<file path="src/rtl/gemcsc_match_pkg.sv">
// gemcsc_match_pkg
// Shared definitions for the GEM-CSC match window:
//   - HS_W / WG_W : half-strip and wiregroup field widths
//   - state_t     : search state machine encoding (IDLE, SEARCH, DONE)
//   - gem_entry_t : one bx worth of GEM copad + single-cluster data
//   - abs_diff_hs : |a - b| on half-strip fields, computed one bit wider
//                   so the subtraction cannot wrap
package gemcsc_match_pkg;

    localparam int HS_W = 8;
    localparam int WG_W = 7;

    typedef enum logic [1:0] {
        IDLE   = 2'd0,
        SEARCH = 2'd1,
        DONE   = 2'd2
    } state_t;

    typedef struct packed {
        logic            copad_vld;
        logic [HS_W-1:0] copad_hs;
        logic [WG_W-1:0] copad_wg;
        logic            gem_vld;
        logic [HS_W-1:0] gem_hs;
        logic [WG_W-1:0] gem_wg;
    } gem_entry_t;

    function automatic logic [HS_W:0] abs_diff_hs(input logic [HS_W-1:0] a,
                                                  input logic [HS_W-1:0] b);
        logic [HS_W:0] d;
        d = {1'b0, a} - {1'b0, b};
        if (d[HS_W]) begin
            return (~d) + (HS_W+1)'(1);
        end else begin
            return d;
        end
    endfunction

endpackage

</file>
<file path="src/rtl/gemcsc_absdiff_cmp.sv">
// gemcsc_absdiff_cmp
// Spatial window comparator: hit = |a - b| <= LIMIT.
// Both operands are zero-extended by one bit before subtracting, so the
// difference is a true signed value and never wraps around.
// Ports:
//   a, b : W-bit unsigned positions
//   hit  : 1 when the positions are within LIMIT of each other
module gemcsc_absdiff_cmp #(
    parameter int W     = 8,
    parameter int LIMIT = 4
) (
    input  logic [W-1:0] a,
    input  logic [W-1:0] b,
    output logic         hit
);

    logic [W:0] diff_s;
    logic [W:0] mag_s;

    // signed difference, its magnitude and the window test
    always_comb begin
        diff_s = {1'b0, a} - {1'b0, b};
        if (diff_s[W]) begin
            mag_s = (~diff_s) + (W+1)'(1);
        end else begin
            mag_s = diff_s;
        end
        hit = (mag_s <= (W+1)'(LIMIT));
    end

endmodule

</file>
<file path="src/rtl/gemcsc_match_window.sv">
// gemcsc_match_window
// Buffers GEM copad / cluster hits over the last MXWIN bx, snapshots the
// window when a CLCT and/or ALCT arrives, scans one entry per clock and
// publishes registered match flags plus the bend-enable bit.
// Ports:
//   clock, reset               : 40 MHz clock, synchronous active-high reset
//   copad_* / gem_*            : GEM copad and single-cluster hits this bx
//   clct_* / alct_*            : CSC trigger primitives this bx
//   cfg_bend_en                : global bend correction enable
//   busy                       : search in progress, triggers refused
//   result_vld                 : one-cycle strobe, flags valid
//   *_match, gemcsc_bend_enable: match results, held until next trigger
//   drop_cnt                   : saturating count of refused triggers
// Configuration macro: GEMCSC_DROP_COUNTER_EN enables drop_cnt; without it
// drop_cnt reads 0 and refused triggers are discarded silently.
module gemcsc_match_window
    import gemcsc_match_pkg::*;
#(
    parameter int MXWIN      = 4,
    parameter int HS_DELTA   = 4,
    parameter int WG_DELTA   = 3,
    parameter int BEND_DELTA = 2
) (
    input  logic            clock,
    input  logic            reset,
    input  logic            copad_vld,
    input  logic [HS_W-1:0] copad_hs,
    input  logic [WG_W-1:0] copad_wg,
    input  logic            gem_vld,
    input  logic [HS_W-1:0] gem_hs,
    input  logic [WG_W-1:0] gem_wg,
    input  logic            clct_vld,
    input  logic [HS_W-1:0] clct_hs,
    input  logic            alct_vld,
    input  logic [WG_W-1:0] alct_wg,
    input  logic            cfg_bend_en,
    output logic            busy,
    output logic            result_vld,
    output logic            alct_clct_copad_match,
    output logic            alct_clct_gem_match,
    output logic            alct_clct_match,
    output logic            clct_copad_match,
    output logic            alct_copad_match,
    output logic            gemcsc_bend_enable,
    output logic [7:0]      drop_cnt
);

    // a 1-deep window still needs a legal (unused) buffer declaration
    localparam int BUF_D = (MXWIN > 1) ? MXWIN - 1 : 1;
    localparam int IDX_W = (MXWIN > 1) ? $clog2(MXWIN) : 1;
    localparam logic [IDX_W-1:0] IDX_LAST = IDX_W'(MXWIN - 1);

    gem_entry_t      in_s;
    gem_entry_t      cur_s;
    gem_entry_t      hist_r [BUF_D];
    gem_entry_t      snap_r [MXWIN];
    state_t          state_r, state_s;
    logic [IDX_W-1:0] idx_r;
    logic            trig_s, accept_s, busy_s, done_s;
    logic            clct_vld_r, alct_vld_r;
    logic [HS_W-1:0] clct_hs_r;
    logic [WG_W-1:0] alct_wg_r;
    logic            chs_hit_s, cwg_hit_s, ghs_hit_s, gwg_hit_s;
    logic            chs_s, cwg_s, ghs_s, gwg_s, cpd_both_s, gem_both_s;
    logic [HS_W:0]   bend_mag_s;
    logic            bend_ok_s;
    logic            acc_cc_r, acc_ac_r, acc_acc_r, acc_acg_r, found_r, bend_ok_r;
    logic            busy_r, result_vld_r, acc_out_r, acg_out_r, ac_out_r;
    logic            cc_out_r, aco_out_r, bend_out_r;

    // pack the live GEM inputs into one entry record
    always_comb begin
        in_s.copad_vld = copad_vld;
        in_s.copad_hs  = copad_hs;
        in_s.copad_wg  = copad_wg;
        in_s.gem_vld   = gem_vld;
        in_s.gem_hs    = gem_hs;
        in_s.gem_wg    = gem_wg;
    end

    assign trig_s   = clct_vld | alct_vld;
    assign accept_s = trig_s & (state_r == IDLE);

    // history shift register, runs every clock including during a search
    always_ff @(posedge clock) begin
        if (reset) begin
            for (int i = 0; i < BUF_D; i++) hist_r[i] <= '0;
        end else begin
            hist_r[0] <= in_s;
            for (int i = 1; i < BUF_D; i++) hist_r[i] <= hist_r[i-1];
        end
    end

    // state register and scan index
    always_ff @(posedge clock) begin
        if (reset) begin
            state_r <= IDLE;
            idx_r   <= '0;
        end else begin
            state_r <= state_s;
            if (state_r == SEARCH) begin
                idx_r <= idx_r + IDX_W'(1);
            end else begin
                idx_r <= '0;
            end
        end
    end

    // next-state logic
    always_comb begin
        state_s = state_r;
        case (state_r)
            IDLE:    if (trig_s) state_s = SEARCH; else state_s = IDLE;
            SEARCH:  if (idx_r == IDX_LAST) state_s = DONE; else state_s = SEARCH;
            DONE:    state_s = IDLE;
            default: state_s = IDLE;
        endcase
    end

    // state-decoded controls; registered below, hence the one-edge lag
    always_comb begin
        busy_s = 1'b0;
        done_s = 1'b0;
        case (state_r)
            IDLE:    begin busy_s = 1'b0; done_s = 1'b0; end
            SEARCH:  begin busy_s = 1'b1; done_s = 1'b0; end
            DONE:    begin busy_s = 1'b1; done_s = 1'b1; end
            default: begin busy_s = 1'b0; done_s = 1'b0; end
        endcase
    end

    // snapshot of the GEM window and the CSC trigger fields
    always_ff @(posedge clock) begin
        if (reset) begin
            for (int k = 0; k < MXWIN; k++) snap_r[k] <= '0;
            clct_vld_r <= 1'b0;
            alct_vld_r <= 1'b0;
            clct_hs_r  <= '0;
            alct_wg_r  <= '0;
        end else if (accept_s) begin
            snap_r[0] <= in_s;
            for (int k = 1; k < MXWIN; k++) snap_r[k] <= hist_r[k-1];
            clct_vld_r <= clct_vld;
            alct_vld_r <= alct_vld;
            clct_hs_r  <= clct_hs;
            alct_wg_r  <= alct_wg;
        end else begin
            clct_vld_r <= clct_vld_r;
            alct_vld_r <= alct_vld_r;
        end
    end

    assign cur_s = snap_r[idx_r];

    gemcsc_absdiff_cmp #(.W(HS_W), .LIMIT(HS_DELTA)) u_chs (
        .a(cur_s.copad_hs), .b(clct_hs_r), .hit(chs_hit_s));
    gemcsc_absdiff_cmp #(.W(WG_W), .LIMIT(WG_DELTA)) u_cwg (
        .a(cur_s.copad_wg), .b(alct_wg_r), .hit(cwg_hit_s));
    gemcsc_absdiff_cmp #(.W(HS_W), .LIMIT(HS_DELTA)) u_ghs (
        .a(cur_s.gem_hs),   .b(clct_hs_r), .hit(ghs_hit_s));
    gemcsc_absdiff_cmp #(.W(WG_W), .LIMIT(WG_DELTA)) u_gwg (
        .a(cur_s.gem_wg),   .b(alct_wg_r), .hit(gwg_hit_s));

    // qualify spatial hits with entry and CSC valids; pick bend source
    always_comb begin
        chs_s      = chs_hit_s & cur_s.copad_vld & clct_vld_r;
        cwg_s      = cwg_hit_s & cur_s.copad_vld & alct_vld_r;
        ghs_s      = ghs_hit_s & cur_s.gem_vld   & clct_vld_r;
        gwg_s      = gwg_hit_s & cur_s.gem_vld   & alct_vld_r;
        cpd_both_s = chs_s & cwg_s;
        gem_both_s = ghs_s & gwg_s;
        // copad outranks a cluster in the same entry
        if (cpd_both_s) begin
            bend_mag_s = abs_diff_hs(cur_s.copad_hs, clct_hs_r);
        end else begin
            bend_mag_s = abs_diff_hs(cur_s.gem_hs, clct_hs_r);
        end
        bend_ok_s = (bend_mag_s <= (HS_W+1)'(BEND_DELTA));
    end

    // sticky accumulators and lowest-k both-match selection
    always_ff @(posedge clock) begin
        if (reset || accept_s) begin
            acc_cc_r  <= 1'b0;
            acc_ac_r  <= 1'b0;
            acc_acc_r <= 1'b0;
            acc_acg_r <= 1'b0;
            found_r   <= 1'b0;
            bend_ok_r <= 1'b0;
        end else if (state_r == SEARCH) begin
            acc_cc_r  <= acc_cc_r  | chs_s;
            acc_ac_r  <= acc_ac_r  | cwg_s;
            acc_acc_r <= acc_acc_r | cpd_both_s;
            acc_acg_r <= acc_acg_r | gem_both_s;
            if (!found_r && (cpd_both_s || gem_both_s)) begin
                found_r   <= 1'b1;
                bend_ok_r <= bend_ok_s;
            end else begin
                found_r   <= found_r;
                bend_ok_r <= bend_ok_r;
            end
        end else begin
            acc_cc_r <= acc_cc_r;
        end
    end

    // registered outputs: published on DONE, held until the next trigger
    always_ff @(posedge clock) begin
        if (reset || accept_s) begin
            busy_r       <= 1'b0;
            result_vld_r <= 1'b0;
            acc_out_r    <= 1'b0;
            acg_out_r    <= 1'b0;
            ac_out_r     <= 1'b0;
            cc_out_r     <= 1'b0;
            aco_out_r    <= 1'b0;
            bend_out_r   <= 1'b0;
        end else begin
            busy_r       <= busy_s;
            result_vld_r <= done_s;
            if (done_s) begin
                acc_out_r  <= acc_acc_r;
                acg_out_r  <= acc_acg_r;
                ac_out_r   <= alct_vld_r & clct_vld_r;
                cc_out_r   <= acc_cc_r;
                aco_out_r  <= acc_ac_r;
                bend_out_r <= cfg_bend_en & found_r & bend_ok_r;
            end else begin
                acc_out_r  <= acc_out_r;
            end
        end
    end

    assign busy                  = busy_r;
    assign result_vld            = result_vld_r;
    assign alct_clct_copad_match = acc_out_r;
    assign alct_clct_gem_match   = acg_out_r;
    assign alct_clct_match       = ac_out_r;
    assign clct_copad_match      = cc_out_r;
    assign alct_copad_match      = aco_out_r;
    assign gemcsc_bend_enable    = bend_out_r;

`ifdef GEMCSC_DROP_COUNTER_EN
    logic       refuse_s;
    logic [7:0] drop_cnt_r;

    assign refuse_s = trig_s & (state_r != IDLE);

    // saturating refused-trigger counter
    always_ff @(posedge clock) begin
        if (reset) begin
            drop_cnt_r <= 8'd0;
        end else if (refuse_s && (drop_cnt_r != 8'hFF)) begin
            drop_cnt_r <= drop_cnt_r + 8'd1;
        end else begin
            drop_cnt_r <= drop_cnt_r;
        end
    end

    assign drop_cnt = drop_cnt_r;
`else
    assign drop_cnt = 8'd0;
`endif

endmodule
</file>
<file path="config.mk">
export PLATFORM = sky130hd
export DESIGN_NAME = gemcsc_match_window
export DESIGN_NICKNAME = d
export VERILOG_FILES = /design/src/rtl/gemcsc_match_pkg.sv /design/src/rtl/gemcsc_absdiff_cmp.sv /design/src/rtl/gemcsc_match_window.sv
export SDC_FILE = /design/constraint.sdc
export NUM_CORES = 1
export LEC_CHECK = 0
export BUFFER_PORTS_ARGS = -buffer_cell sky130_fd_sc_hd__buf_2
export CAP_MARGIN = 10
export CORE_ASPECT_RATIO = 1.1
export CORE_MARGIN = 10
export CORE_UTILIZATION = 62
export DETAILED_ROUTE_END_ITERATION = 8
export PLACE_DENSITY_LB_ADDON = 0.2
export SYNTH_ARGS = -nofsm -noshare
export SYNTH_HDL_FRONTEND = slang
export SYNTH_SLANG_ARGS = --single-unit
</file>
<file path="constraint.sdc">
create_clock -name clock -period 10.57 [get_ports clock]
set_clock_uncertainty 0.1 [all_clocks]
set_input_delay 1.5855 -clock clock [delete_from_list [all_inputs] [get_ports clock]]
set_output_delay 1.5855 -clock clock [all_outputs]
set_load 0.02 [all_outputs]
</file>
* Yosys cells after proc, flatten, opt, wreduce, memory -nomap -nowiden *
Memory sizes are Yosys's and may differ from the RTL's. A register that Yosys moved wholly into a read port is not among the register bits.
Cells that the tools add are included.

storage, ports and cells
  register bits after elaboration = 35
  bits in writable memories = 224
  input port bits = 52
  word-level logic and storage cells = 102
  memories = 2

operators by class
  add/sub/neg operators = 9
  order comparisons = 5
  equality and inequality tests = 3
  mux-type cells = 24
  bitwise operators = 31
  reduce and logical (&&, ||, !) cells = 8

memories
  memory  depth  bits a word  read ports  clocked after memory_dff  write ports  line                       text
  snap_r  4      32           1           1                         4            gemcsc_match_window.sv:56  gem_entry_t snap_r [MXWIN];
  hist_r  3      32           3           0                         3            gemcsc_match_window.sv:55  gem_entry_t hist_r [BUF_D];

operators by type and width
  kind                   count
  $mux W32               7
  $mux W9                3
  $add A9 B1 Y9 const B  2
  $le A9 B3 Y1 const B   2
  $not A9 Y9             2
  $sub A8 B8 Y9          2
  $add A8 B1 Y8 const B  2
  $le A8 B2 Y1 const B   2
  $mux W8                2
  $not A8 Y8             2
  $sub A7 B7 Y8          2
  $and A1 B1 Y1          14
  $or A1 B1 Y1           12
  $le A9 B2 Y1 const B   1
  $mux W1                9
  $eq A2 B2 Y1 const B   2
  $mux W2                2
  $pmux W2 S2            1
  $reduce_or A2 Y1       2
  $add A2 B1 Y2 const B  1
  $eq A2 B1 Y1 const B   1
  $logic_not A2 Y1       1
  $logic_or A1 B1 Y1     2
  $reduce_and A2 Y1      1
  other kinds (3)        3

* Logic depth before layout (Yosys ltp) *
Gate-level depths: netlist of the first run.

  depth after elaboration = 11
  mapped depth = 17
  gate-level depth less buffers = 15

* Modules after synthesis *
From an unflattened synthesis of the first run, not the netlist that was laid out.

second synthesis, totals
  cell total of the unflattened synthesis = 1062
  area total of the unflattened synthesis = 12340.6 um^2

by module, submodules not included
  module                          instances  cells each  area each (um^2)  sequential area each (um^2)
  gemcsc_match_window             1          798         10347.4           6466.2
  gemcsc_absdiff_cmp (u_chs ...)  2          77          589.3             0.0
  gemcsc_absdiff_cmp (u_gwg)      1          57          426.7             0.0
  gemcsc_absdiff_cmp (u_cwg)      1          53          387.9             0.0

* Worst setup path after synthesis of the first run *
Ideal clock, no wire load.

  path kind = input -> register
  start point = in reset
  end point = mem snap_r[0][0] (netlist bit), enable pin
  setup time = 544 ps
  data arrival time = 5697 ps
  required time = 9926 ps
  setup slack = 4229 ps
  cell stages on the path = 4
  path buffers = 2
  path through = clkbuf_1 -> nor2_1 -> inv_1 -> clkbuf_1

RTL lines
  element          line                       text
  start, declared  gemcsc_match_window.sv:25  input logic reset,
  end, declared    gemcsc_match_window.sv:56

==> run summary, run 1 <==
====================================================================================
Slew at the pin closest to its max-slew limit                               923.9 ps
CP peak stage delay                                                           830 ps
Endpoint of the most critical register-to-register path                    bend_ok_r
Depth of the critical timing path with buffers and inverters included             15
Share of the synthesized area in compound gates (AO/OA/AOI/OAI)               7.642%
Row count                                                                         51
Worst slew margin relative to its limit                                       38.41%
Multiplexer fraction of the synthesized cell area                             7.312%
First-pass GRT wire length                                                  35.73 mm
XOR/XNOR share of the synthesized area                                        1.079%
Initial DRC count                                                                397
Critical path buffer and inverter count                                            3
Fillers                                                                         1263
# hold bufs at CTS                                                                 0
Flop-to-flop setup slack                                                     5940 ps
Post-detail-place hpwl                                                      14.64 mm
Hold Violations, Final                                                             0
Routed wirelength normalized by instance count                              17.22 um
Synthesized area divided by synthesized cell count                        12.06 um^2
Area grow syn2layout                                                          10.63%
Die footprint                                                           0.02415 mm^2
Max Transition Viols Final                                                         0
Element type at the critical path start                                     register
Remaining global-route overflow                                                    0
Path category of the worst min-delay check                                reg -> reg
Post-Synth Simple-Gate Area                                                   19.08%
Power per Cell Area                                                     188.9 mW/mm^2
Buffers from clock root to sink, at most                                           3
Launching point of the worst reg2reg path                                   idx_r[0]
CP delay by family, top                                                 compound AO/OA/AOI/OAI gates
Post-placement cell count                                                       1207
Total length of routed wires                                                21.52 mm
Cell depth of the worst flop-to-flop path                                         15
Max VDD drop                                                             0.0001468 V
Maximum number of pins on one net before global-route repair                     112
Die Span X                                                                  149.1 um
Vias in the first global route                                                  6983
Leakage Power                                                               4.988 nW
Most numerous cell types in the synthesized netlist                     sky130_fd_sc_hd__and2_1 (133), sky130_fd_sc_hd__dfxtp_1 (131), sky130_fd_sc_hd__edfxtp_1 (128), sky130_fd_sc_hd__nor2b_1 (109), sky130_fd_sc_hd__nand2_1 (52)
Effective utilization at floorplan                                            63.59%
Area taken by multi-input logic gates                                   0.004589 mm^2
WP data arrival                                                              4930 ps
Number of enable flip-flop cells after synthesis                                 128
I/O pin cnt                                                                       68
DR vias                                                                         6878
Sequential Area                                                         0.006467 mm^2
CTS buffer count                                                                  25
Final setup violating endpoints                                                    0
Final period utilization                                                      43.82%
Most area-consuming cells after synthesis                               sky130_fd_sc_hd__edfxtp_1 (34%), sky130_fd_sc_hd__dfxtp_1 (23%), sky130_fd_sc_hd__and2_1 (7.3%)
Highest net fanout along the worst path                                           22
Leading area contributor after synthesis                                sky130_fd_sc_hd__edfxtp_1
Cell at the root of the clock tree                                      sky130_fd_sc_hd__clkbuf_16
Sequential cell area fraction in the yosys report                             56.91%
Number of violations of the max-capacitance limit                                  0
Dominant combinational cell family by area after synthesis              simple AND/OR/NAND/NOR gates
Crit path capture                                                          bend_ok_r
Cells along the critical path                                           buf_4 > mux4_2 > inv_1 > ha_1 > inv_1 > fa_1 > a21o_1 > a221oi_2 > o21a_1 > mux2i_1 > nor4_1 > o31ai_1 > nor4b_4 > mux2i_1 > a211oi_2
TritonCTS clock tree                                                             yes
Total power                                                                 2.375 mW
First drt pass iteration count                                                     6
Min cycle time layout                                                        4632 ps
Async set or reset register ratio after synthesis                                 0%
Layout cells sized above 1                                                    14.72%
Adder-cell share of the synthesized area                                      4.999%
Core ar.                                                                0.01787 mm^2
Yosys warns                                                                        0
Post-cts gate resize count                                                         0
Most instantiated library cell after synthesis                          sky130_fd_sc_hd__and2_1
Status                                                                  finished clean
Number of antenna violations at the first check in global routing                  0
DRC Markers                                                                        0
Chip Height                                                                 162.0 um
Number of register bits inferred by synthesis                                    259
Post-Synthesis Cells                                                             942
Main synth FF type                                                      sky130_fd_sc_hd__dfxtp_1
Capturing element type of the critical path                                 register
Setup TNS after final layout                                                    0 ps
Via-per-instance ratio                                                         5.502
Non-filler instance count after layout                                          1250
Unrepaired setup endpoints after global routing                                   no
Slowest cell on the critical path                                       sky130_fd_sc_hd__dfxtp_2
Synthesized area                                                        0.01136 mm^2
Clock slew at reported path FFs                                                60 ps
Clock latency at the later pin of the worst-skew pair                         510 ps
H-Tree Depth                                                                       1
Final nets                                                                      1091
Count of buffers from port buffering                                              59
Required time of the critical path                                          10870 ps
TritonCTS sink count                                                             259
Ant. Diodes                                                                        0
Final ANT Viol Nets                                                                0
Routability cong.                                                             0.9069
Fraction of post-synthesis cell area in the top cell type by area             33.83%
Number of setup buffers added after CTS                                            0
Max Freq                                                                   215.9 MHz
Unique cell type count in the Yosys netlist                                       64
Startpoint of the most critical setup path                                  idx_r[0]
Tot GR Track Use                                                              17.97%
Critical path type                                                        reg -> reg
====================================================================================
## cell families after synthesis
group                    after synthesis
other                                  1
flip-flops                           259
AND/OR/NAND/NOR                      375
buffers and inverters                 81
XOR/XNOR                              14
multiplexers                          43
AO/OA/AOI/OAI                        126
adder cells (fa/ha/maj)               43
## registers in the layout, summed over array words and instances (netlist names), 2 cells and up
signal / count
alct_wg_r: 7
clct_hs_r: 8
hist_r: 96
idx_r: 2
snap_r: 128
state_r: 2
## report_power, final
part	switching, mW	leakage [nW]	internal, mW	total [mW]
sequential	0.0221	2.50	1.12	1.14
clock	0.352	0.353	0.449	0.801
combinational	0.251	2.14	0.182	0.433
total	0.625	4.99	1.75	2.37
## per-layer routing
metal  share of wire [%]  global-route usage, %  wire length [um]  vias up
li1                    -                      -                 -     3403
met1                  46                  24.39              9815     3258
met2                  46                  28.79              9931      179
met4                 2.7                  5.625               571        0
met3                 5.6                  3.141              1202       38
met5                   0                      0                 0        -
## cells in the final DEF (no fill, tap or decap), types with 10 or more instances in the layout
cell	instances
sky130_fd_sc_hd__a21oi_1	41
sky130_fd_sc_hd__and2_1	133
sky130_fd_sc_hd__buf_2	58
sky130_fd_sc_hd__clkbuf_16	25
sky130_fd_sc_hd__dfxtp_1	130
sky130_fd_sc_hd__edfxtp_1	128
sky130_fd_sc_hd__ha_1	39
sky130_fd_sc_hd__inv_1	32
sky130_fd_sc_hd__mux2i_1	11
sky130_fd_sc_hd__mux4_2	32
sky130_fd_sc_hd__nand2_1	52
sky130_fd_sc_hd__nand2b_1	11
sky130_fd_sc_hd__nand3_1	11
sky130_fd_sc_hd__nor2_1	27
sky130_fd_sc_hd__nor2b_1	109
sky130_fd_sc_hd__o21ai_0	18
sky130_fd_sc_hd__xnor2_1	10
## worst min-delay path by stage
| stage | depth (start not counted) | startpoint | slack [ps] | endpoint |
|---|---|---|---|---|
| after floorplan | 2 | alct_wg_r[2] | 340 | alct_wg_r[2] |
| after global placement | 2 | clct_hs_r[1] | 340 | clct_hs_r[1] |
| after detailed placement | 1 | hist_r[0][26] | 350 | hist_r[0][58] |
| after CTS | 1 | hist_r[0][44] | 340 | hist_r[0][76] |
| after global routing | 1 | hist_r[0][39] | 360 | hist_r[0][71] |
| final | 1 | hist_r[0][44] | 350 | hist_r[0][76] |
## final cells by class
cell class / count / share of cell area (%)
clock buffers: 35 / 5.435
clock inverters: 8 / 0.3484
inverters: 34 / 1.035
well taps: 238 / 2.369
repair buffers: 67 / 2.847
multi-input cells: 609 / 36.51
flip-flops and latches: 259 / 51.45
## worst reg2reg max path, stage by stage (launching register included)
cell,delay (ps)
sky130_fd_sc_hd__dfxtp_2,830
sky130_fd_sc_hd__buf_4,430
sky130_fd_sc_hd__mux4_2,530
sky130_fd_sc_hd__inv_1,70
sky130_fd_sc_hd__ha_1,170
sky130_fd_sc_hd__inv_1,60
sky130_fd_sc_hd__fa_1,400
sky130_fd_sc_hd__a21o_1,210
sky130_fd_sc_hd__a221oi_2,390
sky130_fd_sc_hd__o21a_1,160
sky130_fd_sc_hd__mux2i_1,80
sky130_fd_sc_hd__nor4_1,290
sky130_fd_sc_hd__o31ai_1,160
sky130_fd_sc_hd__nor4b_4,320
sky130_fd_sc_hd__mux2i_1,250
sky130_fd_sc_hd__a211oi_2,80
## per-stage QoR
stage	hold slack (ps)	area, um^2	util (%)	worst slack (ps)
after floorplan	336.3	11390	-	4229
after global placement	342.6	11840	66.28	5944
after detailed placement	348.3	11840	66.28	5877
after CTS	342.6	12570	70.35	5872
after global routing	356.0	12570	70.35	5516
final	345.8	12570	70.35	5938
Note: power is estimated with default switching activity, not from simulation.
==> run 2: changes to the inputs <==
- ABC_AREA: unset -> 1
- CORE_UTILIZATION: 62 -> 61
- clock period: 10.57 -> 4.8 ns (I/O delays scaled with it)
==> run 2 against run 1 <==
Effect of this change:
- count of clock-buffer cells in the layout shrank 1
- critical path depth grew 8
- worst setup slack lost 4900 ps
- largest cell class unchanged
- largest power group unchanged
==> run summary, run 2 <==
==================================================================================
H-Tree Depth                                                                     1   unchanged
Adder-cell share of the synthesized area                                    4.784%   -0.22 points
Main synth FF type                                                    sky130_fd_sc_hd__dfxtp_1
Most numerous cell types in the synthesized netlist                   sky130_fd_sc_hd__nor2_1 (318), sky130_fd_sc_hd__inv_1 (220), sky130_fd_sc_hd__nand2_1 (215), sky130_fd_sc_hd__dfxtp_1 (131), sky130_fd_sc_hd__edfxtp_1 (128)
Min cycle time layout                                                      3728 ps   -903.5 ps
First-pass GRT wire length                                                40.67 mm   +14%
Number of setup buffers added after CTS                                          0   unchanged
Top reg by flops                                                            snap_r
Post-placement cell count                                                     1673   +39%
Final period utilization                                                    77.67%   +34 points
Power per Cell Area                                                   459.9 mW/mm^2   +140%
Number of enable flip-flop cells after synthesis                               128   unchanged
TritonCTS sink count                                                           259   unchanged
Unrepaired setup endpoints after global routing                                 no
Effective utilization at floorplan                                          62.17%   -1.4 points
Post-detail-place hpwl                                                    16.79 mm   +15%
Cell at the root of the clock tree                                    sky130_fd_sc_hd__clkbuf_16
# hold bufs at CTS                                                               0   unchanged
Element type at the critical path start                                   register
Switching power total                                                     1.943 mW   +210%
Number of register bits inferred by synthesis                                  259   unchanged
Hold Violations, Final                                                           0   unchanged
Final nets                                                                    1548   +42%
TritonCTS clock tree                                                           yes
Final setup violating endpoints                                                  0   unchanged
Flip-flop count of the largest register, all copies and words added            128   unchanged
Worst-case hold slack                                                     308.9 ps   -36.85 ps
Yosys warns                                                                      0   unchanged
Commonest non-fill, non-tap cell in the layout                        sky130_fd_sc_hd__nor2_1
Status                                                                finished clean
Routability cong.                                                           0.8722   -3.8%
Critical path type                                                      reg -> reg
Met3 Usage GRT                                                              3.341%   +0.20 points
Most instantiated library cell after synthesis                        sky130_fd_sc_hd__nor2_1
GR Util met1                                                                24.67%   +0.29 points
Largest registers                                                     snap_r (128), hist_r (96), clct_hs_r (8)
Via-per-instance ratio                                                       5.118   -7.0%
Vias in the first global route                                                8303   +19%
Max Transition Viols Final                                                       0   unchanged
Tot GR Track Use                                                            18.94%   +0.97 points
Max VDD drop                                                           0.0002945 V   +100%
Number of antenna violations at the first check in global routing                0   unchanged
Internal power                                                            4.074 mW   +130%
Post-Synthesis Cells                                                          1409   +50%
Gate power share                                                             27.6%   +9.4 points
Met2 track utilization from global routing                                  31.83%   +3.0 points
Capturing element type of the critical path                               register
Number of violations of the max-capacitance limit                                0   unchanged
Fraction of post-synthesis cell area in the top cell type by area           32.37%   -1.5 points
Buffers from clock root to sink, at most                                         3   unchanged
Chip Height                                                               166.3 um   +2.7%
Final ANT Viol Nets                                                              0   unchanged
Flop-to-flop setup slack                                                   1070 ps   -4870 ps
Layout cells sized above 1                                                  10.34%   -4.4 points
Count of buffers from port buffering                                            59   unchanged
Row count                                                                       53   +3.9%
Remaining global-route overflow                                                  0   unchanged
WP data arrival                                                            4040 ps   -890 ps
Core ar.                                                              0.01910 mm^2   +6.9%
Leading cell types in the layout, fill and taps excluded              sky130_fd_sc_hd__nor2_1 (318), sky130_fd_sc_hd__inv_1 (220), sky130_fd_sc_hd__nand2_1 (214), sky130_fd_sc_hd__dfxtp_1 (130), sky130_fd_sc_hd__edfxtp_1 (128)
Maximum number of pins on one net before global-route repair                    88   -21%
Sequential cell area fraction in the yosys report                           54.46%   -2.5 points
Total power                                                               6.017 mW   +150%
Required time of the critical path                                         5120 ps   -5750 ps
Worst slew margin relative to its limit                                     38.96%   +0.55 points
Clock latency at the later pin of the worst-skew pair                       520 ps   about the same
Unique cell type count in the Yosys netlist                                     43   -33%
DRC Markers                                                                      0   unchanged
Routed wirelength normalized by instance count                            14.50 um   -16%
Most area-consuming cells after synthesis                             sky130_fd_sc_hd__edfxtp_1 (32%), sky130_fd_sc_hd__dfxtp_1 (22%), sky130_fd_sc_hd__nor2_1 (10%)
Post-cts gate resize count                                                       0   unchanged
Die Span X                                                                153.0 um   +2.6%
Highest net fanout along the worst path                                         66   +200%
Max Freq                                                                 268.2 MHz   +24%
Non-filler instance count after layout                                        1717   +37%
Share of the synthesized area in compound gates (AO/OA/AOI/OAI)             7.039%   -0.60 points
Multiplexer fraction of the synthesized cell area                               0%   -7.3 points
Ant. Diodes                                                                      0   unchanged
Slew at the pin closest to its max-slew limit                             915.6 ps   -8.268 ps
Dominant combinational cell family by area after synthesis            simple AND/OR/NAND/NOR gates
CTS buffer count                                                                25   unchanged
Path category of the worst min-delay check                               in -> reg
Setup TNS after final layout                                                  0 ps   unchanged
Initial DRC count                                                              550   +39%
Share of total power in sequential cells                                     42.4%   -5.6 points
Busiest layer in global routing                                               met2
DR vias                                                                       8788   +28%
Switching share of power                                                    32.29%   +6.0 points
I/O pin cnt                                                                     68   unchanged
Post-Synth Simple-Gate Area                                                 23.86%   +4.8 points
Clock power frac                                                             29.9%   -3.8 points
Synthesized area                                                      0.01187 mm^2   +4.5%
Synthesized area divided by synthesized cell count                      8.427 um^2   -30%
Leading area contributor after synthesis                              sky130_fd_sc_hd__edfxtp_1
Leakage Power                                                             5.883 nW   +18%
XOR/XNOR share of the synthesized area                                     0.1475%   -0.93 points
First drt pass iteration count                                                   6   unchanged
Clock slew at reported path FFs                                              60 ps   about the same
Die footprint                                                         0.02545 mm^2   +5.4%
Async set or reset register ratio after synthesis                               0%   unchanged
Total length of routed wires                                              24.89 mm   +16%
Area grow syn2layout                                                        10.19%
==================================================================================
run 2: layout make-up:
type                            count  area [um^2]
Inverter                          232        875.8
Sequential cell                   259         6467
Fill cell                        1525         6015
Clock inverter                     10        72.57
Clock buffer                       34        669.4
Timing Repair Buffer               69        397.9
Multi-Input combinational cell    866         4292
Tap cell                          247        309.0
run 2: path summary, 6_finish.rpt:
path,to,startpoint,cells after the start
setup / recovery,bend_ok_r,idx_r[0],23
hold / removal,hist_r[0][5],gem_wg[5],3
setup reg to reg,bend_ok_r,idx_r[0],23
hold reg to reg,hist_r[0][52],hist_r[0][20],2
run 2: layer usage:
metal | vias up | routed length [um] | share of wire, %
met5 | - | 0 | 0
met4 | 0 | 510 | 2.0
met3 | 36 | 1116 | 4.5
met2 | 181 | 11950 | 48
met1 | 4042 | 11310 | 45
li1 | 4529 | - | -
run 2: power by group through the flow:
stage | clock (mW) | combinational, mW | sequential, mW
floorplan | 0 | 1.32 | 2.58
global placement | 0 | 1.61 | 2.59
detailed placement | 0 | 1.64 | 2.60
CTS | 1.84 | 1.66 | 2.55
global route | 1.92 | 1.90 | 2.57
finish | 1.80 | 1.66 | 2.55
run 2: metrics by stage:
stage | instance area, um^2 | worst slack [ps] | util [%]
final | 13080 | 1072 | 68.51
after CTS | 13080 | 1082 | 68.51
after global placement | 12340 | 1216 | 64.62
after detailed placement | 12340 | 1084 | 64.62
after global routing | 13080 | 726.4 | 68.51
after floorplan | 11910 | 1202 | -
run 2: critical path, stage by stage, from the launching register on:
cell                      delay (ps)
sky130_fd_sc_hd__dfxtp_2         330
sky130_fd_sc_hd__buf_4           520
sky130_fd_sc_hd__nand2_1         100
sky130_fd_sc_hd__a32o_1          280
sky130_fd_sc_hd__ha_1            170
sky130_fd_sc_hd__inv_1           100
sky130_fd_sc_hd__fa_1            410
sky130_fd_sc_hd__inv_1           110
sky130_fd_sc_hd__ha_1            160
sky130_fd_sc_hd__inv_1            60
sky130_fd_sc_hd__nor2_2          110
sky130_fd_sc_hd__nand3_1         130
sky130_fd_sc_hd__nor2_1          110
sky130_fd_sc_hd__nand2_1          80
sky130_fd_sc_hd__nand2_1          70
sky130_fd_sc_hd__nand2_1          40
sky130_fd_sc_hd__nand2_1          60
sky130_fd_sc_hd__nand3_2          80
sky130_fd_sc_hd__nor2_4          170
sky130_fd_sc_hd__nand2_2          80
sky130_fd_sc_hd__nand2_2          80
sky130_fd_sc_hd__nand2_2          70
sky130_fd_sc_hd__o21ai_2         110
sky130_fd_sc_hd__nor2_1           50
run 2: kinds of logic after synthesis:
| family | after synthesis |
|---|---|
| buffers and inverters | 291 |
| other | 1 |
| AO/OA/AOI/OAI | 145 |
| XOR/XNOR | 2 |
| adder cells (fa/ha/maj) | 43 |
| AND/OR/NAND/NOR | 668 |
| flip-flops | 259 |
==> run 3: changes to the inputs <==
- ABC_AREA: 1 -> 0
- CORE_UTILIZATION: 61 -> 55
- clock period: 4.8 -> 3.25 ns (I/O delays scaled with it)
==> run 3 against run 2 <==
Effect of this change:
- hold slack got worse by 210 ps
- highest routed layer unchanged
- core utilization decreased by 0.73 points
- first-iteration DRC count decreased by 23%
- the flow now finishes with violations (setup timing)
==> run summary, run 3 (synthesis results as in run 1) <==
==================================================================================
Vias in the first global route                                                7362   -11%
Slew at the pin closest to its max-slew limit                             941.4 ps   +25.77 ps
DR vias                                                                       7351   -16%
CTS buffer count                                                                26   +4.0%
Post-detail-place hpwl                                                    16.17 mm   -3.7%
Path category of the worst min-delay check                               in -> reg
Setup TNS after final layout                                              -1714 ps   -1714 ps
First-pass GRT wire length                                                37.54 mm   -7.7%
Final nets                                                                    1190   -23%
Commonest non-fill, non-tap cell in the layout                        sky130_fd_sc_hd__and2_1
Cell depth of the worst flop-to-flop path                                       14   -39%
Final setup margin                                                       -389.8 ps   -1462 ps
Die footprint                                                         0.02681 mm^2   +5.3%
DRC Markers                                                                      0   unchanged
Power per Cell Area                                                   622.8 mW/mm^2   +35%
Post-layout util                                                            67.77%   -0.73 points
Crit path capture                                                        bend_ok_r
Element type at the critical path start                                   register
Clock slew at reported path FFs                                              60 ps   about the same
Endpoint of the most critical register-to-register path                  bend_ok_r
Area grow syn2layout                                                        21.91%
Via-per-instance ratio                                                       5.362   +4.8%
Worst-case hold slack                                                     95.54 ps   -213.4 ps
Startpoint of the most critical setup path                                idx_r[0]
Largest registers                                                     snap_r (128), hist_r (96), clct_hs_r (8)
Highest net fanout along the worst path                                          8   -88%
Initial DRC count                                                              422   -23%
Core ar.                                                              0.02044 mm^2   +7.0%
GR Util met1                                                                23.62%   -1.0 points
Busiest layer in global routing                                               met2
H-Tree Depth                                                                     1   unchanged
Total length of routed wires                                              23.73 mm   -4.7%
Capturing element type of the critical path                               register
Number of antenna violations at the first check in global routing                0   unchanged
Die Span X                                                                157.0 um   +2.6%
Effective utilization at floorplan                                          55.59%   -6.6 points
Leakage Power                                                             5.601 nW   -4.8%
Non-filler instance count after layout                                        1371   -20%
Remaining global-route overflow                                                  0   unchanged
WP data arrival                                                            3940 ps   -100 ps
Final period utilization                                                    112.0%   +34 points
Worst slew margin relative to its limit                                     37.24%   -1.7 points
Worst slack after detailed placement                                     -395.7 ps   -1480 ps
Top reg by flops                                                            snap_r
Cell at the root of the clock tree                                    sky130_fd_sc_hd__clkbuf_16
Met3 Usage GRT                                                              3.138%   -0.20 points
Ant. Diodes                                                                      0   unchanged
Buffers from clock root to sink, at most                                         3   unchanged
Required time of the critical path                                         3550 ps   -1570 ps
Layout cells sized above 1                                                  27.09%   +17 points
Max Freq                                                                 274.7 MHz   +2.4%
Leading cell types in the layout, fill and taps excluded              sky130_fd_sc_hd__and2_1 (133), sky130_fd_sc_hd__dfxtp_1 (130), sky130_fd_sc_hd__edfxtp_1 (128), sky130_fd_sc_hd__nor2b_1 (107), sky130_fd_sc_hd__buf_4 (95)
Post-placement cell count                                                     1311   -22%
Sequential Area                                                       0.006467 mm^2   unchanged
Launching point of the worst reg2reg path                                 idx_r[0]
Max VDD drop                                                           0.0004710 V   +60%
Min cycle time layout                                                      3640 ps   -88.45 ps
Unrepaired setup endpoints after global routing                                yes
Area taken by multi-input logic gates                                 0.004885 mm^2   +14%
Row count                                                                       55   +3.8%
Critical path type                                                      reg -> reg
Flop-to-flop setup slack                                                   -390 ps   -1460 ps
Fillers                                                                       1506   -1.2%
Final ANT Viol Nets                                                              0   unchanged
TritonCTS clock tree                                                           yes
Clock latency at the later pin of the worst-skew pair                       520 ps   about the same
Count of buffers from port buffering                                            59   unchanged
Met2 track utilization from global routing                                  28.70%   -3.1 points
Max Transition Viols Final                                                       0   unchanged
Hold Violations, Final                                                           0   unchanged
Chip Height                                                               170.7 um   +2.7%
Number of violations of the max-capacitance limit                                0   unchanged
Maximum number of pins on one net before global-route repair                   112   +27%
Routability cong.                                                           0.9255   +6.1%
Routed wirelength normalized by instance count                            17.30 um   +19%
First drt pass iteration count                                                   5   -1
Flip-flop count of the largest register, all copies and words added            128   unchanged
I/O pin cnt                                                                     68   unchanged
Violations in the final reports                                       setup timing
Final setup violating endpoints                                                  6   +6
TritonCTS sink count                                                           259   unchanged
Tot GR Track Use                                                            17.50%   -1.4 points
Status                                                                finished with violations
==================================================================================
## run 3: what timing repair did
action / CTS / global route
setup buffers: 9 / 3
gates resized for setup: 34 / 15
endpoints found under the setup margin: 6 / 6
cloned: 0 / 0
pin swaps: 21 / 14
hold buffers: 0 / 0
## run 3: area by class of cell
cell class	count	area share (%)
Inverter	34	0.9394
Multi-Input combinational cell	609	35.26
Clock buffer	31	5.058
Clock inverter	17	1.111
Timing Repair Buffer	165	8.626
Sequential cell	259	46.69
Tap cell	256	2.312
## run 3: through the flow
stage | area (um^2) | power [mW]
after floorplan | 11490 | 4.908
after global placement | 12650 | 5.508
after detailed placement | 12650 | 5.541
after CTS | 13750 | 8.609
after global routing | 13850 | 9.028
final | 13850 | 8.627
## run 3: worst min path at each step
stage	from	end	slack [ps]	cells past startpoint
2_1_floorplan	alct_wg_r[2]	alct_wg_r[2]	340	2
3_3_place_gp	alct_wg_r[6]	alct_wg_r[6]	340	2
3_5_place_dp	hist_r[0][14]	hist_r[0][46]	350	1
4_1_cts	clct_hs[3]	clct_hs_r[3]	80	3
5_1_grt	alct_wg[3]	alct_wg_r[3]	90	3
6_report	alct_wg[3]	alct_wg_r[3]	100	3
## run 3: metal layers
metal	vias up	part of all wire, %
li1	3621	-
met1	3529	45
met2	163	47
met3	38	5.2
met5	-	0
met4	0	2.0
## run 3: report_power, final
| group | internal (mW) | total [mW] | switching, mW |
|---|---|---|---|
| sequential | 3.64 | 3.71 | 0.0674 |
| clock | 1.71 | 2.95 | 1.24 |
| combinational | 0.965 | 1.97 | 1.01 |
## run 3: worst max-delay path, stage by stage (launching register included)
cell,delay (ps)
sky130_fd_sc_hd__dfxtp_2,350
sky130_fd_sc_hd__buf_12,160
sky130_fd_sc_hd__buf_12,130
sky130_fd_sc_hd__mux4_2,500
sky130_fd_sc_hd__ha_2,320
sky130_fd_sc_hd__a21o_1,260
sky130_fd_sc_hd__a221oi_4,350
sky130_fd_sc_hd__buf_4,180
sky130_fd_sc_hd__o21bai_4,50
sky130_fd_sc_hd__a211oi_2,220
sky130_fd_sc_hd__xor2_1,220
sky130_fd_sc_hd__a21oi_2,80
sky130_fd_sc_hd__nor4b_4,260
sky130_fd_sc_hd__mux2i_1,240
sky130_fd_sc_hd__a211oi_2,80
